--- src/rtl/msrv32_wb_pipe_unit.sv ---
// rtl/msrv32_wb_pipe_unit.sv - registered writeback source select with load stall, x0 suppression and flush
// Optional forwarding hit outputs are built when MSRV32_WB_FWD_EN is defined.
module msrv32_wb_pipe_unit #(
   parameter int XLEN      = 32,
   parameter int RF_ADDR_W = 5
) (
   input  logic                 clk_in,
   input  logic                 rst_n_in,
   input  logic                 flush_in,
   input  logic                 in_valid_in,
   output logic                 in_ready_out,
   input  logic [2:0]           wb_mux_sel_in,
   input  logic                 rf_wr_en_in,
   input  logic [RF_ADDR_W-1:0] rd_addr_in,
   input  logic [XLEN-1:0]      alu_result_in,
   input  logic [XLEN-1:0]      lu_output_in,
   input  logic [XLEN-1:0]      imm_in,
   input  logic [XLEN-1:0]      iadder_out_in,
   input  logic [XLEN-1:0]      csr_data_in,
   input  logic [XLEN-1:0]      pc_plus_4_in,
   input  logic [XLEN-1:0]      rs2_in,
   input  logic                 lu_valid_in,
   input  logic                 alu_source_in,
   output logic [XLEN-1:0]      alu_2nd_src_mux_out,
   output logic                 rf_wr_en_out,
   output logic [RF_ADDR_W-1:0] rf_rd_addr_out,
   output logic [XLEN-1:0]      rf_wr_data_out,
   output logic                 sel_err_out
`ifdef MSRV32_WB_FWD_EN
   ,
   input  logic [RF_ADDR_W-1:0] rs1_addr_in,
   input  logic [RF_ADDR_W-1:0] rs2_addr_in,
   output logic                 fwd_rs1_hit_out,
   output logic                 fwd_rs2_hit_out
`endif
);

   localparam logic [2:0] SEL_ALU    = 3'b000;
   localparam logic [2:0] SEL_LU     = 3'b001;
   localparam logic [2:0] SEL_IMM    = 3'b010;
   localparam logic [2:0] SEL_IADDER = 3'b011;
   localparam logic [2:0] SEL_CSR    = 3'b100;
   localparam logic [2:0] SEL_PC4    = 3'b101;

   typedef enum logic {
      IDLE      = 1'b0,
      LOAD_WAIT = 1'b1
   } state_t;

   state_t                 r_state;
   logic                   r_wr_en;
   logic [RF_ADDR_W-1:0]   r_rd_addr;
   logic [XLEN-1:0]        r_wr_data;
   logic                   r_sel_err;
   logic [RF_ADDR_W-1:0]   r_pend_rd;
   logic                   r_pend_en;

   logic                   w_accept;
   logic                   w_is_lu;
   logic                   w_is_rsvd;
   logic                   w_commit;
   logic [XLEN-1:0]        w_src;

   assign in_ready_out = (r_state == IDLE) && !flush_in;
   assign w_accept     = in_valid_in && in_ready_out;
   assign w_is_lu      = (wb_mux_sel_in == SEL_LU);
   assign w_is_rsvd    = wb_mux_sel_in[2] && wb_mux_sel_in[1];
   assign w_commit     = rf_wr_en_in && (rd_addr_in != '0);

   assign alu_2nd_src_mux_out = alu_source_in ? rs2_in : imm_in;

   // Writeback source select; reserved codes fall back to the ALU result.
   always_comb begin
      w_src = alu_result_in;
      case (wb_mux_sel_in)
         SEL_ALU:    w_src = alu_result_in;
         SEL_LU:     w_src = lu_output_in;
         SEL_IMM:    w_src = imm_in;
         SEL_IADDER: w_src = iadder_out_in;
         SEL_CSR:    w_src = csr_data_in;
         SEL_PC4:    w_src = pc_plus_4_in;
         default:    w_src = alu_result_in;
      endcase
   end

   // Writeback FSM: address/data only move on a real write so they hold otherwise.
   always_ff @(posedge clk_in or negedge rst_n_in) begin
      if (!rst_n_in) begin
         r_state   <= IDLE;
         r_wr_en   <= 1'b0;
         r_rd_addr <= '0;
         r_wr_data <= '0;
         r_sel_err <= 1'b0;
         r_pend_rd <= '0;
         r_pend_en <= 1'b0;
      end else if (flush_in) begin
         r_state   <= IDLE;
         r_wr_en   <= 1'b0;
         r_sel_err <= 1'b0;
      end else begin
         r_wr_en   <= 1'b0;
         r_sel_err <= 1'b0;
         case (r_state)
            IDLE: begin
               if (w_accept) begin
                  if (w_is_lu && !lu_valid_in) begin
                     r_pend_rd <= rd_addr_in;
                     r_pend_en <= rf_wr_en_in;
                     r_state   <= LOAD_WAIT;
                  end else begin
                     r_sel_err <= w_is_rsvd;
                     if (w_commit) begin
                        r_wr_en   <= 1'b1;
                        r_rd_addr <= rd_addr_in;
                        r_wr_data <= w_src;
                     end
                  end
               end
            end
            LOAD_WAIT: begin
               if (lu_valid_in) begin
                  r_state <= IDLE;
                  if (r_pend_en && (r_pend_rd != '0)) begin
                     r_wr_en   <= 1'b1;
                     r_rd_addr <= r_pend_rd;
                     r_wr_data <= lu_output_in;
                  end
               end
            end
            default: r_state <= IDLE;
         endcase
      end
   end

   assign rf_wr_en_out   = r_wr_en;
   assign rf_rd_addr_out = r_rd_addr;
   assign rf_wr_data_out = r_wr_data;
   assign sel_err_out    = r_sel_err;

`ifdef MSRV32_WB_FWD_EN
   assign fwd_rs1_hit_out = r_wr_en && (r_rd_addr == rs1_addr_in) && (rs1_addr_in != '0);
   assign fwd_rs2_hit_out = r_wr_en && (r_rd_addr == rs2_addr_in) && (rs2_addr_in != '0);
`endif

endmodule

--- config.mk ---
export PLATFORM = sky130hd
export DESIGN_NAME = msrv32_wb_pipe_unit
export DESIGN_NICKNAME = d
export VERILOG_FILES = /design/src/rtl/msrv32_wb_pipe_unit.sv
export SDC_FILE = /design/constraint.sdc
export NUM_CORES = 1
export LEC_CHECK = 0
export ABC_CLOCK_PERIOD_IN_PS = 1790
export BUFFER_PORTS_ARGS = -buffer_cell sky130_fd_sc_hd__buf_2
export CAP_MARGIN = 5
export CORE_AREA = 2 2 119 121
export CTS_CLUSTER_SIZE = 16
export DETAILED_ROUTE_END_ITERATION = 12
export DIE_AREA = 0 0 121 123
export PLACE_DENSITY = 0.74
export SLEW_MARGIN = 30
export SYNTH_ARGS = -nofsm -noshare
export SYNTH_HDL_FRONTEND = slang
export SYNTH_SLANG_ARGS = --single-unit
export TNS_END_PERCENT = 1
--- constraint.sdc ---
create_clock -name clk_in -period 1.79 [get_ports clk_in]
set_input_delay 0.358 -clock clk_in [delete_from_list [all_inputs] [get_ports clk_in]]
set_output_delay 0.358 -clock clk_in [all_outputs]
set_load 0.02 [all_outputs]
==> results of run 1 <==
## Yosys cell counts (5+ instances only)
cell type,instances,area [sq um]
sky130_fd_sc_hd__mux2_2,26,293
sky130_fd_sc_hd__a21oi_1,72,360
sky130_fd_sc_hd__a22o_1,11,96.3
sky130_fd_sc_hd__inv_1,33,124
sky130_fd_sc_hd__a211oi_1,9,67.6
sky130_fd_sc_hd__o22ai_1,12,75.1
sky130_fd_sc_hd__clkbuf_1,25,93.8
sky130_fd_sc_hd__o21ai_0,29,145
sky130_fd_sc_hd__a221oi_1,25,219
sky130_fd_sc_hd__a22oi_1,20,150
sky130_fd_sc_hd__buf_1,8,30.0
sky130_fd_sc_hd__nand2_1,66,248
sky130_fd_sc_hd__nor2_1,27,101
sky130_fd_sc_hd__mux2i_1,6,60.1
sky130_fd_sc_hd__o22a_1,19,166
sky130_fd_sc_hd__dfrtp_1,46,1150
sky130_fd_sc_hd__buf_2,14,70.1
sky130_fd_sc_hd__a21o_1,34,255
sky130_fd_sc_hd__buf_6,5,56.3
## registers in the layout (all words and copies together), names as in the netlist
register / flops
r_pend_en: 1
rf_wr_data_out: 32
r_state: 1
r_pend_rd: 5
rf_rd_addr_out: 5
rf_wr_en_out: 1
sel_err_out: 1
## cell families (layout without fill, tap and decap cells)
kind of cell / after synthesis / count (layout) / share of synthesized area (%)
compound gates: 234 / 234 / 39.8
simple gates: 109 / 109 / 12.0
buf+inv: 87 / 409 / 9.88
flops: 46 / 46 / 29.3
mux: 32 / 32 / 8.99
other cells: 0 / 2 / 0
## final cells by class
cell class / instances / share of cell area (%)
multi-input cells: 375 / 39.2
repair buffers: 364 / 33.3
flip-flops and latches: 46 / 18.5
well taps: 180 / 3.61
inverters: 34 / 2.47
clock buffers: 7 / 2.29
repair inverters: 3 / 0.501
clock inverters: 1 / 0.140
diodes: 2 / 0.0802
## worst max-delay path: stages (launching register included)
cell	delay (ns)
sky130_fd_sc_hd__dfrtp_1	0.38
sky130_fd_sc_hd__or4_4	0.54
sky130_fd_sc_hd__o21ai_2	0.15
sky130_fd_sc_hd__o31a_4	0.22
sky130_fd_sc_hd__bufinv_16	0.20
sky130_fd_sc_hd__o22a_1	0.20
## worst paths after layout
kind,from,to,slack [ns],cells past startpoint
worst max-delay path,r_pend_rd[2],rf_wr_data_out[23],-0.03,5
worst min-delay path,rst_n_in,rf_wr_data_out[22],0.03,2
worst max register to register,r_pend_rd[2],rf_wr_data_out[23],-0.03,5
worst min register to register,rf_rd_addr_out[0],rf_rd_addr_out[0],0.48,2
max in group asynchronous,rst_n_in,rf_wr_data_out[26],1.49,2
min in group clk_in,flush_in,r_state,0.24,2
## through the flow
step | std cells | power [mW]
floorplan | 508 | 2.28
global placement | 995 | 3.08
detailed placement | 995 | 3.11
CTS | 1009 | 4.15
global route | 1012 | 4.37
finish | 1012 | 4.15
## routing by layer
layer	vias up	global-route usage (%)
met2	266	43.0
met1	2376	27.0
met4	0	9.30
li1	2505	-
met5	-	0
met3	36	5.30
## power by group through the flow
stage               Combinational [mW]  Sequential [mW]  Clock (mW)
finish                            1.79             1.36       0.998
global route                      1.92             1.39        1.06
CTS                               1.76             1.36        1.03
detailed placement                1.73             1.38           0
global placement                  1.71             1.37           0
floorplan                        0.694             1.59           0
## timing repair
action / in CTS / in global routing
setup buffers: 3 / 1
pin swaps: 5 / 9
gates cloned: 3 / 0
setup endpoints to repair: 36 / 38
resized for setup: 10 / 15
==> impl.org, run 1 <==
** Global route
- Maximum number of pins on one net before global-route repair :: 47
- Initial antenna violation count :: 2
- The number of global-route vias before repair came to 5068.
- Wire length of the first global-routing pass :: 26800 um
- Total congestion overflow after global routing :: 0
- Tot GR Track Use :: 23.7%

** Power
- In this run, flip-flops and latches consume 32.9% of the power.
- Per report_power, the clock group accounts for 24.1% of the total.
- In this run switching power makes up 37.0% of total power.
- Cell Pwr Density :: 665 nW/um^2
- The analysis attributes to net switching a power of 1.54 mW.
- The worst-case IR drop observed on VDD is 0.323 mV.
- Internal power comes to 2.61 mW.
- Leakage power :: 3.17 nW
- Share of power burned in combinational logic :: 43.0%

** STA
- The total count of max-transition violations in the final report was 0.
- Worst slew margin relative to its limit :: 59.1%
- Final hold violation count :: 0
- Dividing the final minimum period by the clock period gives 102%.
- Final critical-path required period :: 1.82 ns
- Adding up every negative setup slack in the final design gives -0.159 ns.
- Setup WS post-layout :: -0.0329 ns
- Final clock skew :: 0.00661 ns
- At the pin with the least slew margin, the transition time is 0.605 ns.
- Number of endpoints failing setup at the final stage :: 13
- Setup repair after global routing could not meet its margin everywhere.
- Worst-case hold slack :: 0.0329 ns
- Timing would allow up to 549 MHz.

** Final layout
- The area growth from synthesis to layout is 58.9%.
- Summing all non-filler instances in the final layout gives an area of 6240 sq um.
- In the layout the commonest cells are 310 x sky130_fd_sc_hd__buf_2, 72 x sky130_fd_sc_hd__a21oi_1, 64 x sky130_fd_sc_hd__nand2_1.
- Cells fill 45.8% of the core in the end.
- Most common library cell in the layout ignoring fill and taps :: sky130_fd_sc_hd__buf_2
- Multi-input gate area :: 2440 sq um
- Nets :: 1068
- FF+latch area :: 1150 sq um
- FILL cells :: 1386
- Cells with a size suffix above 1 make up 50.2% of the layout.

** Clock network
- CTS tree :: built
- Hold Buf Count CTS :: 0
- The clock tree synthesis step divided the H-tree into 2 levels.
- Root buffer cell :: sky130_fd_sc_hd__clkbuf_16
- Number of buffers between clock root and the deepest sink :: 2
- After clock tree synthesis, the clock-pin slew on the worst setup and hold paths is 0.07 ns.
- For the worst-skew pair, the clock arrives at the later sink with an insertion delay of 0.29 ns.
- Clock sink count :: 46
- CTS buffer count :: 5

** Synth
- Number of instances in the synthesized netlist :: 508
- #FFs+latches synth :: 46
- Area of the mapped netlist :: 3930 sq um
- Mapped Avg Cell Area :: 7.73 sq um
- For this run, the number of Yosys warnings is 0.
- Synthesis produced a netlist with a net count of 747.
- Primary FF master, synth :: sky130_fd_sc_hd__dfrtp_1
- In the synthesized netlist the async set-or-reset flop fraction comes to 100%.
- Count of different cell masters after synthesis :: 36
- For this run, the register share of the synthesized area comes to 29.3%.
- Counting flops with a built-in enable in the synthesized netlist gives 0.

** Job
- The tool flagged a number of max-cap violations equal to 0.

** Floorplan
- From left edge to right edge, the die measures 121 um.
- Die area :: 14900 sq um
- Count of standard-cell rows :: 43
- In this run the standard cell core region covers 13600 sq um.
- Count of pins on the block boundary :: 311
- For this configuration, the core starts out at a cell density of 28.8%.
- Overall die height :: 123 um

** Placement
- DPL Wire Length :: 14400 um
- At the end of routability-driven placement, the weighted congestion stood at 0.934.
- IO buf count :: 310
- Post-placement worst setup slack :: -0.355 ns
- Post-detailed-placement cell area :: 5940 sq um

** Worst setup path
- STA classifies the critical path endpoint as a register.
- Worst path arrival time :: 2.00 ns
- In this run the worst path has a maximum fanout of 7.
- The setup path with the least slack is of type register to register.
- STA puts the critical path data required time at 1.97 ns.
- The worst setup path is launched from a register.

** Detailed routing
- The final layout contains routed wiring with a total length of 18600 um.
- Wire segments on met2 add up to 9110 um in the final route.
- Once detail routing completed, the nets flagged for antenna violations numbered 0.
- Routed vias :: 5183
- Routed length per instance :: 18.4 um
- The detailed router put a total of 7200 um of wire on met1.
- The first detailed-routing pass took 5 iterations.
- Routed vias/inst :: 5.12
- Wire length on met3 :: 1670 um
- Highest signal layer in the routed design :: met4
- After detailed routing, the number of remaining DRC violations is 0.
- Count of routing violations after the opening detailed-route iteration :: 294

** Run status
- Failing checks :: setup timing
- Run status :: finished with violations

** Worst hold path
- In this run the worst hold path is classified as input port to asynchronous set/reset pin.
No activity file was read; power rests on OpenSTA's default activity.
==> run 2, diff against run 1 <==
--- a/config.mk
+++ b/config.mk
@@ -5,14 +5,15 @@
 export SDC_FILE = /design/constraint.sdc
 export NUM_CORES = 1
 export LEC_CHECK = 0
+export ABC_AREA = 1
 export ABC_CLOCK_PERIOD_IN_PS = 1790
 export BUFFER_PORTS_ARGS = -buffer_cell sky130_fd_sc_hd__buf_2
 export CAP_MARGIN = 5
-export CORE_AREA = 2 2 119 121
+export CORE_AREA = 2 2 122 124
 export CTS_CLUSTER_SIZE = 16
 export DETAILED_ROUTE_END_ITERATION = 12
-export DIE_AREA = 0 0 121 123
-export PLACE_DENSITY = 0.74
+export DIE_AREA = 0 0 124 126
+export PLACE_DENSITY = 0.65
 export SLEW_MARGIN = 30
 export SYNTH_ARGS = -nofsm -noshare
 export SYNTH_HDL_FRONTEND = slang
==> impl.org, run 2 <==
** Run status
- The flow ran to the end, and the final reports show no timing, DRC or antenna violations.

** Synth
- The post-synth net total was 963 (+29%).
- Yosys attributes the largest share of cell area to sky130_fd_sc_hd__dfrtp_1 26%, sky130_fd_sc_hd__nand2_1 19%, sky130_fd_sc_hd__nand3_1 13%.
- The register bit count reported by yosys was 46 (unchanged).
- The post-synthesis instance total came to 724 (+43%).
- Most numerous cell in the Yosys netlist :: sky130_fd_sc_hd__nand2_1
- The distinct cell type count after synthesis was 27 (-25%).
- The number of flops mapped to enable cells by yosys is 0 (unchanged).
- The biggest area contributor in the post-synthesis netlist is sky130_fd_sc_hd__dfrtp_1.
- Share of the synthesized area in the top cell type :: 25.7% (-3.6 points)
- The proportion of synthesized chip area in sequential cells was 25.7% (-3.6 points).
- The area of the mapped netlist is 4470 sq um (+14%).
- In the synthesized netlist the dominant register cell turns out to be sky130_fd_sc_hd__dfrtp_1.
- The count of yosys warnings during synthesis came to 0 (unchanged).
- Ranked by instance count, the synthesized netlist is headed by 223 x sky130_fd_sc_hd__nand2_1, 118 x sky130_fd_sc_hd__nand3_1, 71 x sky130_fd_sc_hd__nor2_1, 55 x sky130_fd_sc_hd__inv_1, 46 x sky130_fd_sc_hd__dfrtp_1.
- The proportion of synthesized flip-flops having asynchronous set or reset was 100% (unchanged).
- Mapped Avg Cell Area :: 6.18 sq um (-20%)

** Power
- The clock network fraction of total power was 21.7% (-2.4 points).
- The net switching power was 1.71 mW (+11%).
- The peak ir drop on the vdd network is 0.373 mV (+16%).
- Cell internal pwr :: 2.56 mW (-1.9%)
- Leakage power :: 3.71 nW (+17%)
- The share of total power in combinational logic is 44.9% (+1.9 points).
- Cell Pwr Density :: 660 nW/um^2 (-0.77%)
- Sequential share of power :: 33.4% (+0.5 points)
- Fraction of power spent switching nets :: 40.0% (+3.0 points)

** Clock network
- CTS tree :: built
- CTS H-tree lvls :: 2 (unchanged)
- The number of setup buffers added after CTS is 0 (-3).
- Hold Buf Count CTS :: 0 (unchanged)
- Insertion delay to the later sink of the worst-skew pair :: 0.29 ns (about the same)
- The deepest clock path buffer count came to 2 (unchanged).
- PostCTS Resize Cnt :: 0 (-10)
- Clock tree synthesis selected as its root buffer the cell sky130_fd_sc_hd__clkbuf_16.
- The clock transition at the registers of the reported paths is 0.07 ns (about the same).
- The number of sinks handled by clock tree synthesis was 46 (unchanged).
- The number of buffers created by CTS came to 5 (unchanged).

** Floorplan
- Core area :: 14300 sq um (+5.2%)
- The die outline height came to 126 um (+2.4%).
- The die footprint is 15600 sq um (+5.0%).
- Count of pins on the block boundary :: 311 (unchanged)
- The starting density of the core came to 31.3% (+2.4 points).
- Horiz. Die Dim :: 124 um (+2.5%)
- The placement row count came to 44 (+2.3%).

** Worst setup path
- The worst setup path is of the input port to output port kind.
- Element type at the critical path start :: input port
- The critical path goes through buf_2, buf_12, mux2_1, buf_2.
- Worst path arrival time :: 1.21 ns (-0.79 ns)
- The highest cell delay on the worst timing path is 0.37 ns (-0.17 ns).
- The required time reported for the critical path endpoint was 1.43 ns (-0.54 ns).
- The most numerous cell type found on the critical path is sky130_fd_sc_hd__buf_2.
- The buffering stage count on the worst path with inverters included is 3 (+2).
- Cell family contributing the most delay on the critical path :: buffers and inverters
- Cell type of the slowest stage on the worst timing path :: sky130_fd_sc_hd__mux2_1
- STA classifies the critical path endpoint as an output port.
- The maximum fanout encountered on the critical timing path came to 32 (+25).

** Detailed routing
- The via density per instance is 4.99 (-2.6%).
- Remaining routing DRC violations :: 0 (unchanged)
- The mean routed wirelength per cell came to 16.9 um (-8.0%).
- The total vias in the final route was 6035 (+16%).
- Count of routing violations after the opening detailed-route iteration :: 353 (+20%)
- ANT nets after route :: 0 (unchanged)
- The detailed-routing iteration count for the pre-antenna-repair pass came to 5 (unchanged).
- Total Routed Length :: 20500 um (+10%)

** Final layout
- Max FFs per register :: 32 (unchanged)
- FILL cells :: 1551 (+12%)
- The share of post-route cells with drive strength above 1 was 38.9% (-11 points).
- Top library cells by usage in the layout, fill and taps aside :: 310 x sky130_fd_sc_hd__buf_2, 223 x sky130_fd_sc_hd__nand2_1, 118 x sky130_fd_sc_hd__nand3_1
- Layout overhead on the synthesized area :: 44.8%
- Most common library cell in the layout ignoring fill and taps :: sky130_fd_sc_hd__buf_2
- The count of nets after finishing is 1261 (+18%).

** STA
- Worst slew margin relative to its limit :: 67.6% (+8.4 points)
- Final hold violation count :: 0 (unchanged)
- Max-slew violation total from the final report :: 0 (unchanged)
- Worst-case hold slack :: 0.0194 ns (-0.0134 ns)
- Timing-limited maximum frequency :: 639 MHz (+17%)
- Unrepaired setup endpoints after global routing :: false
- Tightest Pin Transition :: 0.487 ns (-0.118 ns)
- Final cycle utilization of the critical path :: 87.4% (-14 points)
- Fin Setup TNS :: 0 ns (+0.159 ns)
- The clock skew came to 0.00727 ns (+0.000667 ns).
- The shortest period the worst path allows was 1.56 ns (-0.258 ns).
- Number of endpoints failing setup at the final stage :: 0 (-13)

** Global route
- The initial antenna violation count came to 3 (+1).
- The number of global-route vias before repair is 5786 (+14%).
- The pin count of the biggest net entering global routing came to 37 (-21%).
- The total congestion overflow came to 0 (unchanged).
- The global-route usage over all layers is 25.7% (+2.0 points).
- The global-route wire length before repair is 30600 um (+14%).

** Placement
- IO buf count :: 310 (unchanged)
- Final Wtd Congestion :: 0.915 (-2.0%)
- DPL Wire Length :: 16600 um (+15%)

** Worst hold path
- Hold crit path type :: input port to asynchronous set/reset pin

** Job
- The number of max-cap violations is 0 (unchanged).
-- run 2: final cells by class --
class / instances / area (sq um) / area share, %
Multi-Input combinational cell: 561 / 2750 / 42.5
Timing Repair Buffer: 348 / 1960 / 30.3
Sequential cell: 46 / 1150 / 17.8
Inverter: 60 / 230 / 3.55
Tap cell: 184 / 230 / 3.55
Clock buffer: 6 / 129 / 1.99
Clock inverter: 2 / 13.8 / 0.212
Antenna cell: 3 / 7.51 / 0.116
-- run 2: power by group through the flow --
stage / clock (mW) / combinational, mW / sequential [mW]
2_1_floorplan: 0 / 0.818 / 1.69
3_3_place_gp: 0 / 1.91 / 1.44
3_5_place_dp: 0 / 1.93 / 1.44
4_1_cts: 0.947 / 1.93 / 1.42
5_1_grt: 0.985 / 2.11 / 1.45
6_report: 0.929 / 1.92 / 1.43
-- run 2: logic make-up (layout without fill, tap and decap cells) --
group / after synthesis / after routing / synth area share [%]
compound gates: 54 / 54 / 6.04
buf+inv: 117 / 416 / 12.8
flops: 46 / 46 / 25.7
mux: 32 / 32 / 8.05
other cells: 0 / 3 / 0
simple gates: 475 / 475 / 47.4
-- run 2: path summary, 6_finish.rpt --
path | from | end | slack [ns] | depth (start not counted)
max in group asynchronous | rst_n_in | rf_wr_data_out[22] | 1.16 | 2
worst max register to register | r_state | rf_wr_data_out[10] | 0.23 | 9
worst min-delay path | rst_n_in | rf_wr_data_out[25] | 0.02 | 1
worst min register to register | rf_wr_data_out[17] | rf_wr_data_out[17] | 0.48 | 2
worst max-delay path | alu_source_in | alu_2nd_src_mux_out[4] | 0.23 | 4
min in group clk_in | flush_in | r_state | 0.26 | 2
-- run 2: layer usage --
layer	up-vias	global-route usage, %	wire, um	part of all wire [%]
met1	2729	31.2	8030	39
li1	2979	-	-	-
met2	308	46.8	10500	51
met5	-	0	0	0
met4	0	5.75	255	1.2
met3	19	4.30	1720	8.4
-- run 2: through the flow --
step	cell area [sq um]	utilization [%]	power, mW	instances	setup WS [ns]
2_1_floorplan	4470	-	2.51	724	0.245
3_3_place_gp	6320	44.2	3.35	1199	0.0573
3_5_place_dp	6320	44.2	3.36	1199	0.0471
4_1_cts	6470	45.2	4.30	1207	0.148
5_1_grt	6480	45.3	4.54	1210	0.0247
6_report	6480	45.3	4.27	1210	0.226
-- run 2: worst reg2reg max path, cell delays in order, from the launching register on --
cell and delay (ns):
sky130_fd_sc_hd__dfrtp_1 0.41, sky130_fd_sc_hd__nor2_2 0.15, sky130_fd_sc_hd__nand2_1 0.10, sky130_fd_sc_hd__nor2_1 0.09
sky130_fd_sc_hd__nand3_1 0.08, sky130_fd_sc_hd__nand2_2 0.08, sky130_fd_sc_hd__buf_4 0.26, sky130_fd_sc_hd__nand3_1 0.13
sky130_fd_sc_hd__nor2_1 0.11, sky130_fd_sc_hd__nor2_1 0.05
==> run 3, diff against run 2 <==
--- a/config.mk
+++ b/config.mk
@@ -10,6 +10,7 @@
 export BUFFER_PORTS_ARGS = -buffer_cell sky130_fd_sc_hd__buf_2
 export CAP_MARGIN = 5
 export CORE_AREA = 2 2 122 124
+export CTS_BUF_LIST = sky130_fd_sc_hd__clkbuf_8 sky130_fd_sc_hd__clkbuf_16
 export CTS_CLUSTER_SIZE = 16
 export DETAILED_ROUTE_END_ITERATION = 12
 export DIE_AREA = 0 0 124 126
==> impl.org, run 3 (synthesis results as in run 2) <==
** Run status
- The run finished with clean final reports.

** Worst setup path
- Startpoint of the most critical setup path :: alu_source_in
- Worst Path Buf+Inv :: 3 (unchanged)
- R2R Setup Slk :: 0.23 ns (about the same)
- Data required time at the worst endpoint :: 1.43 ns (about the same)
- In this run the critical register-to-register path is launched from r_state.
- Cell family contributing the most delay on the critical path :: buffers and inverters
- CP Capture Type :: output port
- The critical path data arrival time is 1.21 ns (about the same).
- Cells along the critical path :: buf_2, buf_12, mux2_1, buf_2
- Cell type of the slowest stage on the worst timing path :: sky130_fd_sc_hd__mux2_1
- STA classifies the critical path startpoint as an input port.
- The maximum fanout encountered on the critical timing path was 32 (unchanged).
- Class of the most critical setup path :: input port to output port
- Critical register-to-register path endpoint :: rf_wr_data_out[10]
- In this design, the critical path's most frequently occurring cell is sky130_fd_sc_hd__buf_2.
- The path depth of the worst reg2reg path came to 9 (unchanged).
- The highest cell delay on the worst timing path is 0.37 ns (about the same).

** STA
- The maximum frequency from static timing analysis came to 639 MHz (unchanged).
- Final critical-path required period :: 1.56 ns (unchanged)
- Max-slew violation total from the final report :: 0 (unchanged)
- The final setup TNS was 0 ns (unchanged).
- Unrepaired setup endpoints after global routing :: false
- Final hold violation count :: 0 (unchanged)
- Worst slew margin relative to its limit :: 67.6% (about the same)
- The slew at the pin closest to its max-slew limit is 0.487 ns (+0.0000556 ns).
- The count of final setup violators came to 0 (unchanged).
- The clock skew was 0.00713 ns (-0.000144 ns).
- Final cycle utilization of the critical path :: 87.4% (unchanged)

** Global route
- The pin count of the biggest net entering global routing came to 37 (unchanged).
- Total congestion overflow after global routing :: 0 (unchanged)
- The global-route wire length before repair came to 30600 um (unchanged).
- The global-route usage over all layers was 25.7% (unchanged).
- Initial antenna violation count :: 3 (unchanged)
- Vias in the first global route :: 5786 (unchanged)

** Placement
- The number of port buffers came to 310 (unchanged).
- Final Wtd Congestion :: 0.915 (unchanged)
- The post-place instance area was 6320 sq um (unchanged).
- The sum of net half-perimeters after detailed placement came to 16600 um (unchanged).

** Floorplan
- The placement row count was 44 (unchanged).
- Initial standard-cell utilization of the core :: 31.3% (unchanged)
- The I/O pin count was 311 (unchanged).
- Die area :: 15600 sq um (unchanged)
- Overall die height :: 126 um (unchanged)
- Horiz. Die Dim :: 124 um (unchanged)
- The core region area is 14300 sq um (unchanged).

** Clock network
- The insertion delay of the later-clocked pin in the worst-skew pair came to 0.29 ns (about the same).
- Number of buffers between clock root and the deepest sink :: 2 (unchanged)
- CTS tree :: built
- The number of setup buffers added after CTS came to 0 (unchanged).
- Root buffer cell :: sky130_fd_sc_hd__clkbuf_16
- The clock transition at the registers of the reported paths came to 0.07 ns (about the same).
- CTS H-tree lvls :: 2 (unchanged)
- CTS buffer count :: 5 (unchanged)
- Clock sink count :: 46 (unchanged)

** Power
- The leakage power figure was 3.72 nW (+0.11%).
- Cell Pwr Density :: 659 nW/um^2 (-0.12%)
- The peak ir drop on the vdd network is 0.373 mV (about the same).

** Detailed routing
- DR pass1 iterations :: 5 (unchanged)
- Routed length per instance :: 16.9 um (about the same)
- Remaining routing DRC violations :: 0 (unchanged)
- The DRC marker count from the first detailed-route iteration came to 352 (-0.28%).
- The number of nets still failing antenna checks after routing is 0 (unchanged).
- The via density per instance came to 4.99 (unchanged).
- The wire length reported by the detailed router came to 20500 um (about the same).
- The total vias in the final route is 6035 (unchanged).

** Final layout
- The storage element area came to 1150 sq um (unchanged).
- Share of final-layout standard cells stronger than drive strength 1 :: 38.9% (unchanged)
- The count of nets after finishing is 1261 (unchanged).
- The multi-input logic area was 2750 sq um (unchanged).
- FILL cells :: 1551 (unchanged)
- Most common library cell in the layout ignoring fill and taps :: sky130_fd_sc_hd__buf_2
- Top library cells by usage in the layout, fill and taps aside :: 310 x sky130_fd_sc_hd__buf_2, 223 x sky130_fd_sc_hd__nand2_1, 118 x sky130_fd_sc_hd__nand3_1
- The flip-flop count of the largest register after layout came to 32 (unchanged).
- Design Area, Final :: 6480 sq um (unchanged)
- The area added between synthesis and finish was 44.8% (unchanged).

** Worst hold path
- Hold crit path type :: input port to asynchronous set/reset pin

** Job
- Max-cap violations :: 0 (unchanged)
run 3: changes by cell type in the layout (fill, tap and decap cells not counted), sizes merged:
cell	before	now
clkbuf	6	5
inv	59	60
run 3: worst max path at each step:
stage	cells after the start	slack, ns	end
final	4	0.23	alu_2nd_src_mux_out[4]
after global routing	9	0.02	rf_wr_data_out[10]
after CTS	9	0.15	rf_wr_data_out[12]
after detailed placement	12	0.05	rf_wr_data_out[5]
after global placement	9	0.06	rf_wr_data_out[31]
after floorplan	9	0.24	rf_wr_data_out[10]
run 3: layout make-up:
class	instances	share of cell area (%)
Tap cell	184	3.55
Clock inverter	3	0.270
Multi-Input combinational cell	561	42.5
Sequential cell	46	17.8
Clock buffer	5	1.93
Timing Repair Buffer	348	30.3
Inverter	60	3.55
Antenna cell	3	0.116
run 3: power breakdown:
part           switching, mW  internal, mW
Sequential             0.147          1.28
Clock                  0.411         0.513
Combinational           1.15         0.764
Total                   1.71          2.56
run 3: what timing repair did:
action                                 CTS  global route
resized for setup                        0             2
hold buffers                             0             0
setup endpoints to repair                0            20
endpoints found under the hold margin    0             0
run 3: per-layer routing:
layer  vias up  track usage [%]  part of all wire [%]
li1       2979                -                     -
met1      2729             31.2                    39
met2       308             46.8                    51
met3        19             4.30                   8.4
met4         0             5.75                   1.2
met5         -                0                     0
run 3: metrics by stage:
stage / hold WS [ns] / power, mW / setup WS, ns / utilization, % / std cells
final: 0.0192 / 4.27 / 0.226 / 45.3 / 1210
after global routing: 0.0427 / 4.54 / 0.0247 / 45.3 / 1210
after CTS: 0.0308 / 4.30 / 0.148 / 45.2 / 1207
after detailed placement: 0.351 / 3.36 / 0.0471 / 44.2 / 1199
after global placement: 0.350 / 3.35 / 0.0573 / 44.2 / 1199
after floorplan: 0.0624 / 2.51 / 0.245 / - / 724
